[src/rtl/alu_seq_pkg.sv]
// alu_seq_pkg
//   Shared types and constants for the sequential ALU.
//   opcode_t : 5-bit opcode encoding presented on select
//   state_t  : control FSM states
//   FLAG_*   : bit positions inside the 4-bit flags word {N, V, C, Z}
//   pack_flags() assembles a flags word from individual bits.
package alu_seq_pkg;

    typedef enum logic [4:0] {
        OP_ADD   = 5'd0,
        OP_SUB   = 5'd1,
        OP_SHL1  = 5'd2,
        OP_SHR1  = 5'd3,
        OP_CMP   = 5'd4,
        OP_AND   = 5'd5,
        OP_OR    = 5'd6,
        OP_XOR   = 5'd7,
        OP_NAND  = 5'd8,
        OP_NOR   = 5'd9,
        OP_XNOR  = 5'd10,
        OP_NOT   = 5'd11,
        OP_NEG   = 5'd12,
        OP_MOVYA = 5'd13,
        OP_SWAP  = 5'd14,
        OP_LOADA = 5'd15,
        OP_MUL   = 5'd16,
        OP_SHLN  = 5'd17,
        OP_SHRN  = 5'd18,
        OP_SMUL  = 5'd19
    } opcode_t;

    typedef enum logic [2:0] {
        ST_IDLE,
        ST_MUL,
        ST_SHL,
        ST_SHR,
        ST_DONE
    } state_t;

    localparam int FLAG_Z = 0;
    localparam int FLAG_C = 1;
    localparam int FLAG_V = 2;
    localparam int FLAG_N = 3;

    function automatic logic [3:0] pack_flags(input logic n, input logic v,
                                              input logic c, input logic z);
        logic [3:0] f;
        f         = '0;
        f[FLAG_N] = n;
        f[FLAG_V] = v;
        f[FLAG_C] = c;
        f[FLAG_Z] = z;
        return f;
    endfunction

endpackage

[src/rtl/alu_seq_if.sv]
// alu_seq_if
//   Front-panel / result bus of the sequential ALU.
//   master : drives data, select, perform; observes busy, done, A, B, Y, flags
//   slave  : the ALU side (inputs and outputs reversed)
//   WIDTH  : datapath width of data, A, B and Y
interface alu_seq_if #(
    parameter int WIDTH = 8
);
    logic [WIDTH-1:0] data;
    logic [4:0]       select;
    logic             perform;
    logic             busy;
    logic             done;
    logic [WIDTH-1:0] A;
    logic [WIDTH-1:0] B;
    logic [WIDTH-1:0] Y;
    logic [3:0]       flags;

    modport master (
        output data, select, perform,
        input  busy, done, A, B, Y, flags
    );

    modport slave (
        input  data, select, perform,
        output busy, done, A, B, Y, flags
    );
endinterface

[src/rtl/alu_seq_mul.sv]
// alu_seq_mul
//   Iterative unsigned shift-add multiplier, one multiplier bit per cycle.
//   clk, reset : clock and asynchronous active-low reset
//   start      : latch a/b and begin; the first partial product is
//                accumulated on the start edge itself
//   a, b       : operands (WIDTH bits)
//   done       : high from WIDTH-1 edges after start until the next start
//   product    : 2*WIDTH-bit unsigned product, valid while done=1
module alu_seq_mul #(
    parameter int WIDTH = 8
) (
    input  logic               clk,
    input  logic               reset,
    input  logic               start,
    input  logic [WIDTH-1:0]   a,
    input  logic [WIDTH-1:0]   b,
    output logic               done,
    output logic [2*WIDTH-1:0] product
);
    localparam int CNT_W = $clog2(WIDTH + 1);

    logic [2*WIDTH-1:0] mcand_q;
    logic [2*WIDTH-1:0] acc_q;
    logic [WIDTH-1:0]   mplier_q;
    logic [CNT_W-1:0]   cnt_q;

    // Step 1 happens on the start edge so that the final product is ready
    // one cycle before the caller's WIDTH-cycle deadline.
    always_ff @(posedge clk or negedge reset) begin
        if (!reset) begin
            mcand_q  <= '0;
            acc_q    <= '0;
            mplier_q <= '0;
            cnt_q    <= '0;
        end else if (start) begin
            acc_q    <= b[0] ? {{WIDTH{1'b0}}, a} : '0;
            mcand_q  <= {{WIDTH{1'b0}}, a} << 1;
            mplier_q <= b >> 1;
            cnt_q    <= CNT_W'(1);
        end else if (cnt_q != '0 && cnt_q != CNT_W'(WIDTH)) begin
            if (mplier_q[0]) begin
                acc_q <= acc_q + mcand_q;
            end
            mcand_q  <= mcand_q << 1;
            mplier_q <= mplier_q >> 1;
            cnt_q    <= cnt_q + 1'b1;
        end
    end

    assign done    = (cnt_q == CNT_W'(WIDTH));
    assign product = acc_q;

endmodule

[src/rtl/alu_seq.sv]
// alu_seq
//   Clocked ALU with operand registers A/B, result register Y and flags
//   {N, V, C, Z}. Single-cycle logic/arithmetic ops complete on the accepting
//   edge; MUL, SHLN and SHRN run for several cycles under busy. Every accepted
//   op passes through DONE, which produces the one-cycle done pulse.
//   clk   : rising-edge clock
//   reset : asynchronous active-low reset
//   bus   : alu_seq_if slave (data, select, perform in; busy, done, A, B, Y,
//           flags out)
//   WIDTH   : datapath width (>= 4)
//   SHAMT_W : width of the shift amount taken from B
//   Build option: define ALU_SEQ_SIGNED_MUL_EN to enable opcode 19 (SMUL),
//   a two's-complement multiply sharing the unsigned multiplier.
module alu_seq
    import alu_seq_pkg::*;
#(
    parameter int WIDTH   = 8,
    parameter int SHAMT_W = $clog2(WIDTH)
) (
    input  logic clk,
    input  logic reset,
    alu_seq_if.slave bus
);
    localparam int MSB = WIDTH - 1;

    state_t             state_q, state_d;
    logic [WIDTH-1:0]   a_q, b_q, y_q;
    logic [3:0]         flags_q;
    logic [WIDTH-1:0]   sh_q;
    logic [SHAMT_W-1:0] sh_left_q;

    logic               a_we, b_we, y_we;
    logic [WIDTH-1:0]   a_d, b_d, y_d;
    logic               c_d, v_d;
    logic               mul_start, sh_load, sh_step;

    logic               mul_done;
    logic [2*WIDTH-1:0] mul_p;

    logic [WIDTH:0]     sum, diff;
    logic [WIDTH-1:0]   alu_y;
    logic               alu_c, alu_v;

    alu_seq_mul #(.WIDTH(WIDTH)) u_mul (
        .clk     (clk),
        .reset   (reset),
        .start   (mul_start),
        .a       (a_q),
        .b       (b_q),
        .done    (mul_done),
        .product (mul_p)
    );

`ifdef ALU_SEQ_SIGNED_MUL_EN
    logic             smul_q;
    logic [WIDTH-1:0] op_a_q, op_b_q;
    logic [WIDTH-1:0] hi_s;
    logic             smul_fits;

    always_ff @(posedge clk or negedge reset) begin
        if (!reset) begin
            smul_q <= 1'b0;
            op_a_q <= '0;
            op_b_q <= '0;
        end else if (mul_start) begin
            smul_q <= (bus.select == OP_SMUL);
            op_a_q <= a_q;
            op_b_q <= b_q;
        end
    end

    // Signed high half = unsigned high half minus each operand wherever the
    // other one is negative; the product fits when that high half is pure
    // sign extension of the low half.
    always_comb begin
        hi_s = mul_p[2*WIDTH-1:WIDTH];
        if (op_a_q[MSB]) hi_s = hi_s - op_b_q;
        if (op_b_q[MSB]) hi_s = hi_s - op_a_q;
    end
    assign smul_fits = (hi_s == {WIDTH{mul_p[MSB]}});
`endif

    assign sum  = {1'b0, a_q} + {1'b0, b_q};
    assign diff = {1'b0, a_q} - {1'b0, b_q};

    // Single-cycle datapath for opcodes 0-12.
    always_comb begin
        alu_y = '0;
        alu_c = 1'b0;
        alu_v = 1'b0;
        case (bus.select)
            OP_ADD: begin
                alu_y = sum[MSB:0];
                alu_c = sum[WIDTH];
                alu_v = (a_q[MSB] == b_q[MSB]) && (sum[MSB] != a_q[MSB]);
            end
            OP_SUB: begin
                alu_y = diff[MSB:0];
                alu_c = ~diff[WIDTH];
                alu_v = (a_q[MSB] != b_q[MSB]) && (diff[MSB] != a_q[MSB]);
            end
            OP_SHL1: begin
                alu_y = a_q << 1;
                alu_c = a_q[MSB];
            end
            OP_SHR1: begin
                alu_y = a_q >> 1;
                alu_c = a_q[0];
            end
            OP_CMP:  alu_y = {{(WIDTH-3){1'b0}}, a_q > b_q, a_q == b_q, a_q < b_q};
            OP_AND:  alu_y = a_q & b_q;
            OP_OR:   alu_y = a_q | b_q;
            OP_XOR:  alu_y = a_q ^ b_q;
            OP_NAND: alu_y = ~(a_q & b_q);
            OP_NOR:  alu_y = ~(a_q | b_q);
            OP_XNOR: alu_y = ~(a_q ^ b_q);
            OP_NOT:  alu_y = ~a_q;
            OP_NEG: begin
                alu_y = -a_q;
                alu_v = (a_q == {1'b1, {(WIDTH-1){1'b0}}});
            end
            default: ;
        endcase
    end

    always_ff @(posedge clk or negedge reset) begin
        if (!reset) state_q <= ST_IDLE;
        else        state_q <= state_d;
    end

    always_comb begin
        state_d   = state_q;
        mul_start = 1'b0;
        sh_load   = 1'b0;
        sh_step   = 1'b0;
        a_we      = 1'b0;
        a_d       = a_q;
        b_we      = 1'b0;
        b_d       = b_q;
        y_we      = 1'b0;
        y_d       = y_q;
        c_d       = 1'b0;
        v_d       = 1'b0;
        case (state_q)
            ST_IDLE: begin
                if (bus.perform) begin
                    state_d = ST_DONE;
                    case (bus.select)
                        OP_MUL: begin
                            state_d   = ST_MUL;
                            mul_start = 1'b1;
                        end
`ifdef ALU_SEQ_SIGNED_MUL_EN
                        OP_SMUL: begin
                            state_d   = ST_MUL;
                            mul_start = 1'b1;
                        end
`endif
                        OP_SHLN: begin
                            state_d = ST_SHL;
                            sh_load = 1'b1;
                        end
                        OP_SHRN: begin
                            state_d = ST_SHR;
                            sh_load = 1'b1;
                        end
                        OP_MOVYA: begin
                            a_we = 1'b1;
                            a_d  = y_q;
                        end
                        OP_SWAP: begin
                            a_we = 1'b1;
                            a_d  = b_q;
                            b_we = 1'b1;
                            b_d  = a_q;
                        end
                        OP_LOADA: begin
                            a_we = 1'b1;
                            a_d  = bus.data;
                        end
                        default: begin
                            if (bus.select <= OP_NEG) begin
                                y_we = 1'b1;
                                y_d  = alu_y;
                                c_d  = alu_c;
                                v_d  = alu_v;
                            end
                        end
                    endcase
                end
            end
            ST_MUL: begin
                if (mul_done) begin
                    state_d = ST_DONE;
                    y_we    = 1'b1;
                    y_d     = mul_p[MSB:0];
`ifdef ALU_SEQ_SIGNED_MUL_EN
                    if (smul_q) v_d = ~smul_fits;
                    else        c_d = |mul_p[2*WIDTH-1:WIDTH];
`else
                    c_d = |mul_p[2*WIDTH-1:WIDTH];
`endif
                end
            end
            // The last single-position shift is folded into the Y write so
            // that Y lands exactly max(s,1) edges after acceptance.
            ST_SHL: begin
                if (sh_left_q == '0) begin
                    state_d = ST_DONE;
                    y_we    = 1'b1;
                    y_d     = sh_q;
                end else if (sh_left_q == SHAMT_W'(1)) begin
                    state_d = ST_DONE;
                    y_we    = 1'b1;
                    y_d     = sh_q << 1;
                    c_d     = sh_q[MSB];
                end else begin
                    sh_step = 1'b1;
                end
            end
            ST_SHR: begin
                if (sh_left_q == '0) begin
                    state_d = ST_DONE;
                    y_we    = 1'b1;
                    y_d     = sh_q;
                end else if (sh_left_q == SHAMT_W'(1)) begin
                    state_d = ST_DONE;
                    y_we    = 1'b1;
                    y_d     = sh_q >> 1;
                    c_d     = sh_q[0];
                end else begin
                    sh_step = 1'b1;
                end
            end
            ST_DONE: state_d = ST_IDLE;
            default: state_d = ST_IDLE;
        endcase
    end

    always_ff @(posedge clk or negedge reset) begin
        if (!reset) begin
            a_q       <= '0;
            b_q       <= '0;
            y_q       <= '0;
            flags_q   <= '0;
            sh_q      <= '0;
            sh_left_q <= '0;
        end else begin
            if (a_we) a_q <= a_d;
            if (b_we) b_q <= b_d;
            if (y_we) begin
                y_q     <= y_d;
                flags_q <= pack_flags(y_d[MSB], v_d, c_d, y_d == '0);
            end
            if (sh_load) begin
                sh_q      <= a_q;
                sh_left_q <= b_q[SHAMT_W-1:0];
            end else if (sh_step) begin
                sh_q      <= (state_q == ST_SHL) ? (sh_q << 1) : (sh_q >> 1);
                sh_left_q <= sh_left_q - 1'b1;
            end
        end
    end

    assign bus.busy  = (state_q == ST_MUL) || (state_q == ST_SHL) || (state_q == ST_SHR);
    assign bus.done  = (state_q == ST_DONE);
    assign bus.A     = a_q;
    assign bus.B     = b_q;
    assign bus.Y     = y_q;
    assign bus.flags = flags_q;

endmodule

[src/flat_wrapper.sv]
// flat-port wrapper written by rule: the top's interface ports become plain ports
module alu_seq_flat import alu_seq_pkg::*;
#(
    parameter int WIDTH   = 8,
    parameter int SHAMT_W = $clog2(WIDTH)
)
  (clk, reset, bus_data, bus_select, bus_perform, bus_busy, bus_done, bus_A, bus_B, bus_Y, bus_flags);
  alu_seq_if #(.WIDTH(WIDTH)) bus_i ();
  input  logic clk;
  input  logic reset;
  input wire logic [$bits(bus_i.data)-1:0] bus_data;
  input wire logic [$bits(bus_i.select)-1:0] bus_select;
  input wire logic [$bits(bus_i.perform)-1:0] bus_perform;
  output wire logic [$bits(bus_i.busy)-1:0] bus_busy;
  output wire logic [$bits(bus_i.done)-1:0] bus_done;
  output wire logic [$bits(bus_i.A)-1:0] bus_A;
  output wire logic [$bits(bus_i.B)-1:0] bus_B;
  output wire logic [$bits(bus_i.Y)-1:0] bus_Y;
  output wire logic [$bits(bus_i.flags)-1:0] bus_flags;
  assign bus_i.data = bus_data;
  assign bus_i.select = bus_select;
  assign bus_i.perform = bus_perform;
  assign bus_busy = bus_i.busy;
  assign bus_done = bus_i.done;
  assign bus_A = bus_i.A;
  assign bus_B = bus_i.B;
  assign bus_Y = bus_i.Y;
  assign bus_flags = bus_i.flags;
  alu_seq #(.WIDTH(WIDTH), .SHAMT_W(SHAMT_W)) u_core (.clk(clk), .reset(reset), .bus(bus_i));
endmodule
[config.mk]
export PLATFORM = sky130hd
export DESIGN_NAME = alu_seq_flat
export DESIGN_NICKNAME = d
export VERILOG_FILES = /design/src/rtl/alu_seq_pkg.sv /design/src/rtl/alu_seq_if.sv /design/src/rtl/alu_seq_mul.sv /design/src/rtl/alu_seq.sv /design/src/flat_wrapper.sv
export SDC_FILE = /design/constraint.sdc
export NUM_CORES = 1
export LEC_CHECK = 0
export ABC_CLOCK_PERIOD_IN_PS = 3850
export BUFFER_PORTS_ARGS = -buffer_cell sky130_fd_sc_hd__buf_2
export CAP_MARGIN = 20
export CORE_ASPECT_RATIO = 0.7
export CORE_MARGIN = 2
export CORE_UTILIZATION = 45
export DETAILED_ROUTE_END_ITERATION = 6
export SLEW_MARGIN = 40
export SYNTH_ARGS = -nofsm -noshare
export SYNTH_HDL_FRONTEND = slang
export SYNTH_SLANG_ARGS = --single-unit
[constraint.sdc]
create_clock -name clk -period 3.85 [get_ports clk]
set_input_delay 0.5775 -clock clk [delete_from_list [all_inputs] [get_ports clk]]
set_output_delay 0.5775 -clock clk [all_outputs]
set_load 0.03 [all_outputs]
==> results of run 1 <==
area by class of cell:
type	count	area [µm²]
Sequential cell	83	2080
Timing Repair Buffer	65	382
Tap cell	195	244
Clock buffer	9	225
Inverter	41	154
Clock inverter	5	56.3
Fill cell	1420	7270
Multi-Input combinational cell	666	4270
kinds of logic after synthesis:
family                   share of synthesized area
AO/OA/AOI/OAI                                0.260
flip-flops                                   0.308
adder cells (fa/ha/maj)                     0.0906
XOR/XNOR                                    0.0169
AND/OR/NAND/NOR                              0.224
multiplexers                                0.0408
buffers and inverters                       0.0596
layer usage:
metal | routed length [µm] | global-route usage | vias to the layer above | share of wire
met1 | 11800 | 0.493 | 3277 | 0.47
met5 | 0 | 0 | - | 0
li1 | - | - | 3094 | -
met2 | 9470 | 0.409 | 466 | 0.38
met3 | 3310 | 0.117 | 52 | 0.13
met4 | 538 | 0.0748 | 0 | 0.021
layout by cell type, fill, tap and decap left out, types with 6 or more instances in the layout:
master                      Yosys  layout
sky130_fd_sc_hd__nand3_1       18      18
sky130_fd_sc_hd__a221o_1       12      12
sky130_fd_sc_hd__nand2b_1      11      11
sky130_fd_sc_hd__nand2_1      128     128
sky130_fd_sc_hd__nor3_1        20      20
sky130_fd_sc_hd__nor2_1        71      71
sky130_fd_sc_hd__nor3b_1        6       6
sky130_fd_sc_hd__nor2b_1       12      12
sky130_fd_sc_hd__buf_2         11      44
sky130_fd_sc_hd__a211oi_1       8       8
sky130_fd_sc_hd__o211ai_1      15      15
sky130_fd_sc_hd__ha_1          44      44
sky130_fd_sc_hd__nor4_1         7       6
sky130_fd_sc_hd__a21oi_1       67      67
sky130_fd_sc_hd__o22ai_1        8       8
sky130_fd_sc_hd__buf_4          3      20
sky130_fd_sc_hd__o21bai_1       6       6
sky130_fd_sc_hd__and3_1         8       8
sky130_fd_sc_hd__mux2i_1       23      23
sky130_fd_sc_hd__dfrtp_1       83      83
sky130_fd_sc_hd__a31oi_1       24      24
sky130_fd_sc_hd__xnor2_1       10      10
sky130_fd_sc_hd__o21a_1         6       6
sky130_fd_sc_hd__o21ai_0       58      58
sky130_fd_sc_hd__clkbuf_16      0       9
sky130_fd_sc_hd__a21o_1         6       6
sky130_fd_sc_hd__inv_1         41      41
stage by stage:
step	hold slack, ns	util	power (mW)
3_5_place_dp	0.478	0.485	4.82
5_1_grt	0.267	0.505	6.14
2_1_floorplan	0.282	-	3.70
4_1_cts	0.241	0.505	5.69
3_3_place_gp	0.469	0.485	4.83
6_report	0.219	0.505	5.81
flip-flops by register name, indices dropped and copies added, names as in the netlist:
| register | cells |
|---|---|
| u_core.bus.A | 8 |
| u_core.bus.B | 8 |
| u_core.bus.Y | 7 |
| u_core.bus.flags | 4 |
| u_core.sh_left_q | 3 |
| u_core.sh_q | 8 |
| u_core.state_q | 3 |
| u_core.u_mul.cnt_q | 4 |
| u_core.u_mul.mcand_q | 15 |
| u_core.u_mul.mplier_q | 7 |
| u_core.u_mul.product | 16 |
power breakdown:
| part | total [mW] | internal (mW) | switching (mW) |
|---|---|---|---|
| clock network | 0.854 | 0.494 | 0.360 |
| logic | 3.31 | 1.14 | 2.17 |
| registers | 1.65 | 1.18 | 0.461 |
critical path: stages, from the launching register on:
cell and delay [ns]:
sky130_fd_sc_hd__dfrtp_1 0.49, sky130_fd_sc_hd__inv_1 0.31, sky130_fd_sc_hd__ha_1 0.23, sky130_fd_sc_hd__inv_1 0.06, sky130_fd_sc_hd__fa_1 0.46, sky130_fd_sc_hd__nor2b_1 0.18
sky130_fd_sc_hd__o21a_1 0.21, sky130_fd_sc_hd__o21ai_0 0.16, sky130_fd_sc_hd__a21oi_1 0.08, sky130_fd_sc_hd__a2111oi_1 0.68, sky130_fd_sc_hd__o21ai_1 0.19, sky130_fd_sc_hd__nor4b_2 0.28
sky130_fd_sc_hd__a32o_2 0.19
final timing paths:
| kind | end | cells after the start | slack, ns |
|---|---|---|---|
| worst max-delay path | u_core.bus.flags[0] | 12 | 0.27 |
| worst min-delay path | u_core.u_mul.cnt_q[0] | 1 | 0.22 |
| worst max register to register | u_core.bus.flags[0] | 12 | 0.27 |
| worst min register to register | u_core.u_mul.product[0] | 2 | 0.50 |
| max in group asynchronous | u_core.u_mul.product[11] | 2 | 2.93 |
| min in group clk | u_core.u_mul.product[0] | 2 | 0.50 |
==> implementation parameters, run 1 <==
Parameter                              Value

Status
  Run status ... finished with violations
  Failing checks ... DRC

STA
  Setup repair after global routing missed its margin ... no
  Final-report max-slew violation count ... 0
  Final Setup Violations ... 0
  Worst-case headroom to the max-slew limit ... 0.452
  Fmax ... between 200 and 300 MHz
  Total negative setup slack ... 0 ns
  Final setup margin ... between 0.2 and 0.3 ns
  Final clock period utilization by the worst path ... 0.930
  Min Tclk post-route ... roughly 3.6 ns
  Post-Route Skew ... between 0.005 and 0.006 ns
  Pin slew with the least headroom to its limit ... between 0.8 and 0.9 ns
  Hold violation count in the final report ... 0

Yosys
  Count of flip-flops with a built-in enable after synthesis ... 0
  Most frequent cell after synthesis ... sky130_fd_sc_hd__nand2_1
  Yosys top cell area share ... 0.308
  Distinct cell type count of the synthesized netlist ... between 70 and 80
  Syn Area/Cell ... around 8 µm²
  Area contributors post-synth ... sky130_fd_sc_hd__dfrtp_1, sky130_fd_sc_hd__ha_1, sky130_fd_sc_hd__nand2_1
  Synth Net Count ... ~910
  Cell accounting for the most synthesized area ... sky130_fd_sc_hd__dfrtp_1
  Asr flop ratio synth ... 1.00
  Sequential element share of the synthesized area ... 0.308
  Synthesis-stage register bit count ... 83
  Cells after synthesis ... between 800 and 900
  Ys flop type ... sky130_fd_sc_hd__dfrtp_1
  Synthesis Warnings ... 0
  Synth cell count leaders ... sky130_fd_sc_hd__nand2_1, sky130_fd_sc_hd__dfrtp_1, sky130_fd_sc_hd__nor2_1, sky130_fd_sc_hd__a21oi_1, sky130_fd_sc_hd__o21ai_0
  Mapped cell area ... 0.00674 mm²

Clock tree
  Clock tree from TritonCTS ... done
  Number of levels in the clock H-tree ... 3
  CTS clock-pin slew for the worst setup and hold paths ... roughly 0.06 ns
  Cell at the root of the clock tree ... sky130_fd_sc_hd__clkbuf_16
  # clock sinks ... a little over 80
  Number of hold-repair buffers added at the cts stage ... 0
  Number of instances resized during post-cts repair ... 0
  CTS Buffer Depth ... 2
  Number of buffers created by CTS ... 9
  Clk Latency, worst-skew pair ... 0.35 ns
  Post-CTS repair timing setup buffer count ... 0

Critical path
  Critical Path Source Type ... register
  Crit path launch ... u_core.bus.A[0]
  Data required time of the worst path ... between 4 and 5 ns
  Crit Path Max Fanout ... 9
  Reg-to-reg startpoint ... u_core.bus.A[0]
  Type of the setup path with the least slack ... reg2reg
  Endpoint arrival time on the critical path ... between 3 and 4 ns
  Critical path capture point type ... register

Finish
  Cell area after layout ... 0.00741 mm²
  Final standard cell count with taps included and fillers excluded ... between 1000 and 1500
  Net total in the final layout ... about 930
  Count of antenna diodes in the layout ... 0
  Share of cells above drive strength 1 ... 0.109
  Synth-to-layout area growth ... 9.90%

Placement
  Setup slack after placement ... roughly 0.31 ns
  DPL Wire Length ... ~19 mm
  Weighted congestion reported at the end of routability-driven placement ... 1.02
  Cell count after placement ... between 1000 and 1500
  Instance area after placement ... between 0.007 and 0.008 mm²
  Number of buffer cells added on primary ports ... 45

Power and ir drop
  Maximum vdd ir drop ... 0.000407 V
  Power density relative to cell area ... around 780 mW/mm²
  Reported leakage power ... roughly 3.2 nW

Floorplan
  Floorplan Core Area ... about 0.015 mm²
  Total Die Area ... roughly 0.016 mm²
  Site row count ... 37
  Initial cell density of the core ... 0.459
  Floorplan die width ... between 150 and 200 µm
  Die H ... 106 µm
  I/O pin count ... 46

Run
  Number of violations of the max-capacitance limit ... 0

GRT
  Global-route wire length before repair ... between 30 and 40 mm
  Antenna violations before repair ... 0
  Largest net degree at the start of global routing ... 67
  Total GRT Usage ... 0.319
  Grt ovf ... 0
  Number of global-route vias before repair ... 6378

Route
  Number of DRC markers in iteration 0 ... 840
  Vias/cell ... approximately 6.5
  Overall via count from detail_route ... 6889
  Wire length per cell after detailed routing ... between 20 and 25 µm
  DRC ... 2
  Remaining antenna violation count ... 0
  Post-detailed-routing wire length ... 25.1 mm
  First-pass iteration count of the detailed router ... 7

Min path
  Worst min-delay path class ... in2async
Note: power is estimated with default switching activity, not from simulation.
==> run 2: changes to the inputs <==
Settings changed: ABC_AREA set to 1, ABC_CLOCK_PERIOD_IN_PS 3850 to 4150, PLACE_DENSITY set to 0.66.
Clock period 3.85 ns to 4.15 ns, I/O delays scaled along.
==> implementation parameters, run 2 <==
Parameter                              Value

Status
  Run status ... finished, final reports clean

Floorplan
  Floorplan Core Area ... roughly 0.015 mm²
  Total Die Area ... roughly 0.016 mm²
  I/O pin count ... between 40 and 50
  Die H ... around 110 µm
  Floorplan die width ... 152 µm
  Site row count ... 37
  Initial cell density of the core ... 0.465

STA
  Hold violation count in the final report ... 0
  Worst-case headroom to the max-slew limit ... 0.561
  Final-report max-slew violation count ... 0
  Fmax ... around 300 MHz
  Post-Route Skew ... 0.00821 ns
  Final Setup Violations ... 0
  Total negative setup slack ... 0 ns
  Pin slew with the least headroom to its limit ... 0.655 ns
  Final clock period utilization by the worst path ... 0.798
  Setup repair after global routing missed its margin ... no
  Min Tclk post-route ... roughly 3.3 ns
  Worst hold slack ... between 0.2 and 0.3 ns

Yosys
  Cell accounting for the most synthesized area ... sky130_fd_sc_hd__dfrtp_1
  Synth cell count leaders ... sky130_fd_sc_hd__nand2_1, sky130_fd_sc_hd__inv_1, sky130_fd_sc_hd__nor2_1, sky130_fd_sc_hd__nand3_1, sky130_fd_sc_hd__dfrtp_1
  Ys flop type ... sky130_fd_sc_hd__dfrtp_1
  Cells after synthesis ... around 1000
  Area contributors post-synth ... sky130_fd_sc_hd__dfrtp_1, sky130_fd_sc_hd__nand2_1, sky130_fd_sc_hd__ha_1
  Yosys top cell area share ... 0.301
  Most frequent cell after synthesis ... sky130_fd_sc_hd__nand2_1
  Syn Area/Cell ... 6.84 µm²
  Synthesis-stage register bit count ... 83
  Mapped cell area ... 0.00689 mm²
  Synth Net Count ... 1071
  Sequential element share of the synthesized area ... 0.301
  Synthesis Warnings ... 0
  Count of flip-flops with a built-in enable after synthesis ... 0
  Asr flop ratio synth ... 1.00
  Distinct cell type count of the synthesized netlist ... 51

Power and ir drop
  Reported leakage power ... about 3.7 nW
  Power density relative to cell area ... 721 mW/mm²
  Maximum vdd ir drop ... between 0.0004 and 0.0005 V

Critical path
  Crit path launch ... u_core.bus.A[6]
  Crit Path Max Fanout ... 10
  Worst Reg-to-Reg Cells ... 16
  Worst setup path endpoint ... u_core.bus.flags[0]
  Worst setup slack for register-to-register paths ... approximately 0.84 ns
  Type of the setup path with the least slack ... reg2reg
  Capture point of the worst reg-to-reg path ... u_core.bus.flags[0]
  Critical Path Source Type ... register
  Critical path capture point type ... register
  Endpoint arrival time on the critical path ... between 3 and 4 ns
  Reg-to-reg startpoint ... u_core.bus.A[6]
  Data required time of the worst path ... between 4 and 5 ns

GRT
  Number of global-route vias before repair ... about 6500
  Global-route wire length before repair ... 38.7 mm
  Antenna violations before repair ... 2
  Largest net degree at the start of global routing ... between 40 and 50
  Grt ovf ... 0
  Total GRT Usage ... 0.307

Finish
  Share of cells above drive strength 1 ... 0.120
  Cell area after layout ... 0.00762 mm²
  Leading cell types in the layout, fill and taps excluded ... sky130_fd_sc_hd__nand2_1, sky130_fd_sc_hd__inv_1, sky130_fd_sc_hd__nor2_1
  Largest register FFs ... 16
  Net total in the final layout ... about 1100
  Most frequent standard cell in the layout excluding fill and tap cells ... sky130_fd_sc_hd__nand2_1
  Count of antenna diodes in the layout ... 0
  Synth-to-layout area growth ... 10.5%

Clock tree
  CTS Buffer Depth ... 2
  Number of levels in the clock H-tree ... 3
  Number of instances resized during post-cts repair ... 0
  Cell at the root of the clock tree ... sky130_fd_sc_hd__clkbuf_16
  Number of buffers created by CTS ... 9
  Post-CTS repair timing setup buffer count ... 0
  Clk Latency, worst-skew pair ... roughly 0.35 ns
  CTS clock-pin slew for the worst setup and hold paths ... ~0.060 ns
  Clock tree from TritonCTS ... done
  Number of hold-repair buffers added at the cts stage ... 0
  # clock sinks ... 83

Route
  Vias/cell ... about 6
  Remaining antenna violation count ... 0
  Post-detailed-routing wire length ... 24.6 mm
  Number of DRC markers in iteration 0 ... about 1100
  First-pass iteration count of the detailed router ... 6
  DRC ... 0
  Overall via count from detail_route ... 7322
  Wire length per cell after detailed routing ... approximately 20 µm

Placement
  Number of buffer cells added on primary ports ... 45
  DPL Wire Length ... 18.8 mm
  Instance area after placement ... 0.00730 mm²
  Weighted congestion reported at the end of routability-driven placement ... around 0.97

Run
  Number of violations of the max-capacitance limit ... 0

Min path
  Worst min-delay path class ... in2async
[run 2: worst min path at each step]
| stage | start | endpoint | cells after the start |
|---|---|---|---|
| 2_1_floorplan | reset | u_core.bus.A[0] | 0 |
| 3_3_place_gp | u_core.sh_left_q[1] | u_core.sh_left_q[1] | 2 |
| 3_5_place_dp | u_core.u_mul.mplier_q[6] | u_core.u_mul.mplier_q[6] | 2 |
| 4_1_cts | reset | u_core.u_mul.product[9] | 1 |
| 5_1_grt | reset | u_core.bus.flags[1] | 1 |
| 6_report | reset | u_core.u_mul.product[9] | 1 |
[run 2: layout make-up]
type                    count  area (µm²)
fillers                  1519        7200
multi-input cells         763        4190
flip-flops and latches     83        2080
inverters                 135         509
repair buffers             54         295
clock buffers              13         260
well taps                 195         244
clock inverters             3        46.3
[run 2: kinds of logic (layout without fill, tap and decap cells)]
| logic type | after synthesis | count (layout) | synth area share |
|---|---|---|---|
| and+or+nand+nor | 525 | 525 | 0.340 |
| AOI/OAI and AO/OA | 181 | 181 | 0.164 |
| buffers and inverters | 162 | 205 | 0.0939 |
| DFF | 83 | 83 | 0.301 |
| adders and majority gates | 47 | 47 | 0.0886 |
| xor gates and xnor gates | 10 | 10 | 0.0127 |
[run 2: critical path, stage by stage, from the launching register on]
cell and delay (ns):
sky130_fd_sc_hd__dfrtp_1 0.58, sky130_fd_sc_hd__clkinv_1 0.37, sky130_fd_sc_hd__ha_1 0.64, sky130_fd_sc_hd__inv_1 0.19
sky130_fd_sc_hd__a21oi_1 0.20, sky130_fd_sc_hd__nor2_1 0.08, sky130_fd_sc_hd__nor2_1 0.16, sky130_fd_sc_hd__nand3_1 0.15
sky130_fd_sc_hd__nand2_1 0.09, sky130_fd_sc_hd__nand3_1 0.16, sky130_fd_sc_hd__nand2_1 0.10, sky130_fd_sc_hd__nand2_1 0.05
sky130_fd_sc_hd__a21oi_1 0.16, sky130_fd_sc_hd__nand3_1 0.10, sky130_fd_sc_hd__nor2_1 0.09, sky130_fd_sc_hd__nand3_1 0.07
sky130_fd_sc_hd__nand2_1 0.06
[run 2: power breakdown]
part | switching (mW) | internal, mW
combinational | 2.14 | 0.961
sequential | 0.456 | 1.10
clock | 0.330 | 0.501
total | 2.93 | 2.56
[run 2: routing by layer]
layer / share of wire / global-route usage
met1: 0.47 / 0.484
met2: 0.38 / 0.415
met3: 0.13 / 0.0709
met4: 0.014 / 0.0674
met5: 0.00053 / 0
[run 2: through the flow]
stage                     total power, mW  cells   util  worst slack [ns]
final                                5.49   1246  0.514             0.839
after global routing                 5.91   1246  0.514             0.622
after CTS                            5.40   1246  0.513             0.944
after detailed placement             4.55   1230  0.493             0.970
after global placement               4.59   1230  0.492             0.907
after floorplan                      3.59   1008      -              1.60
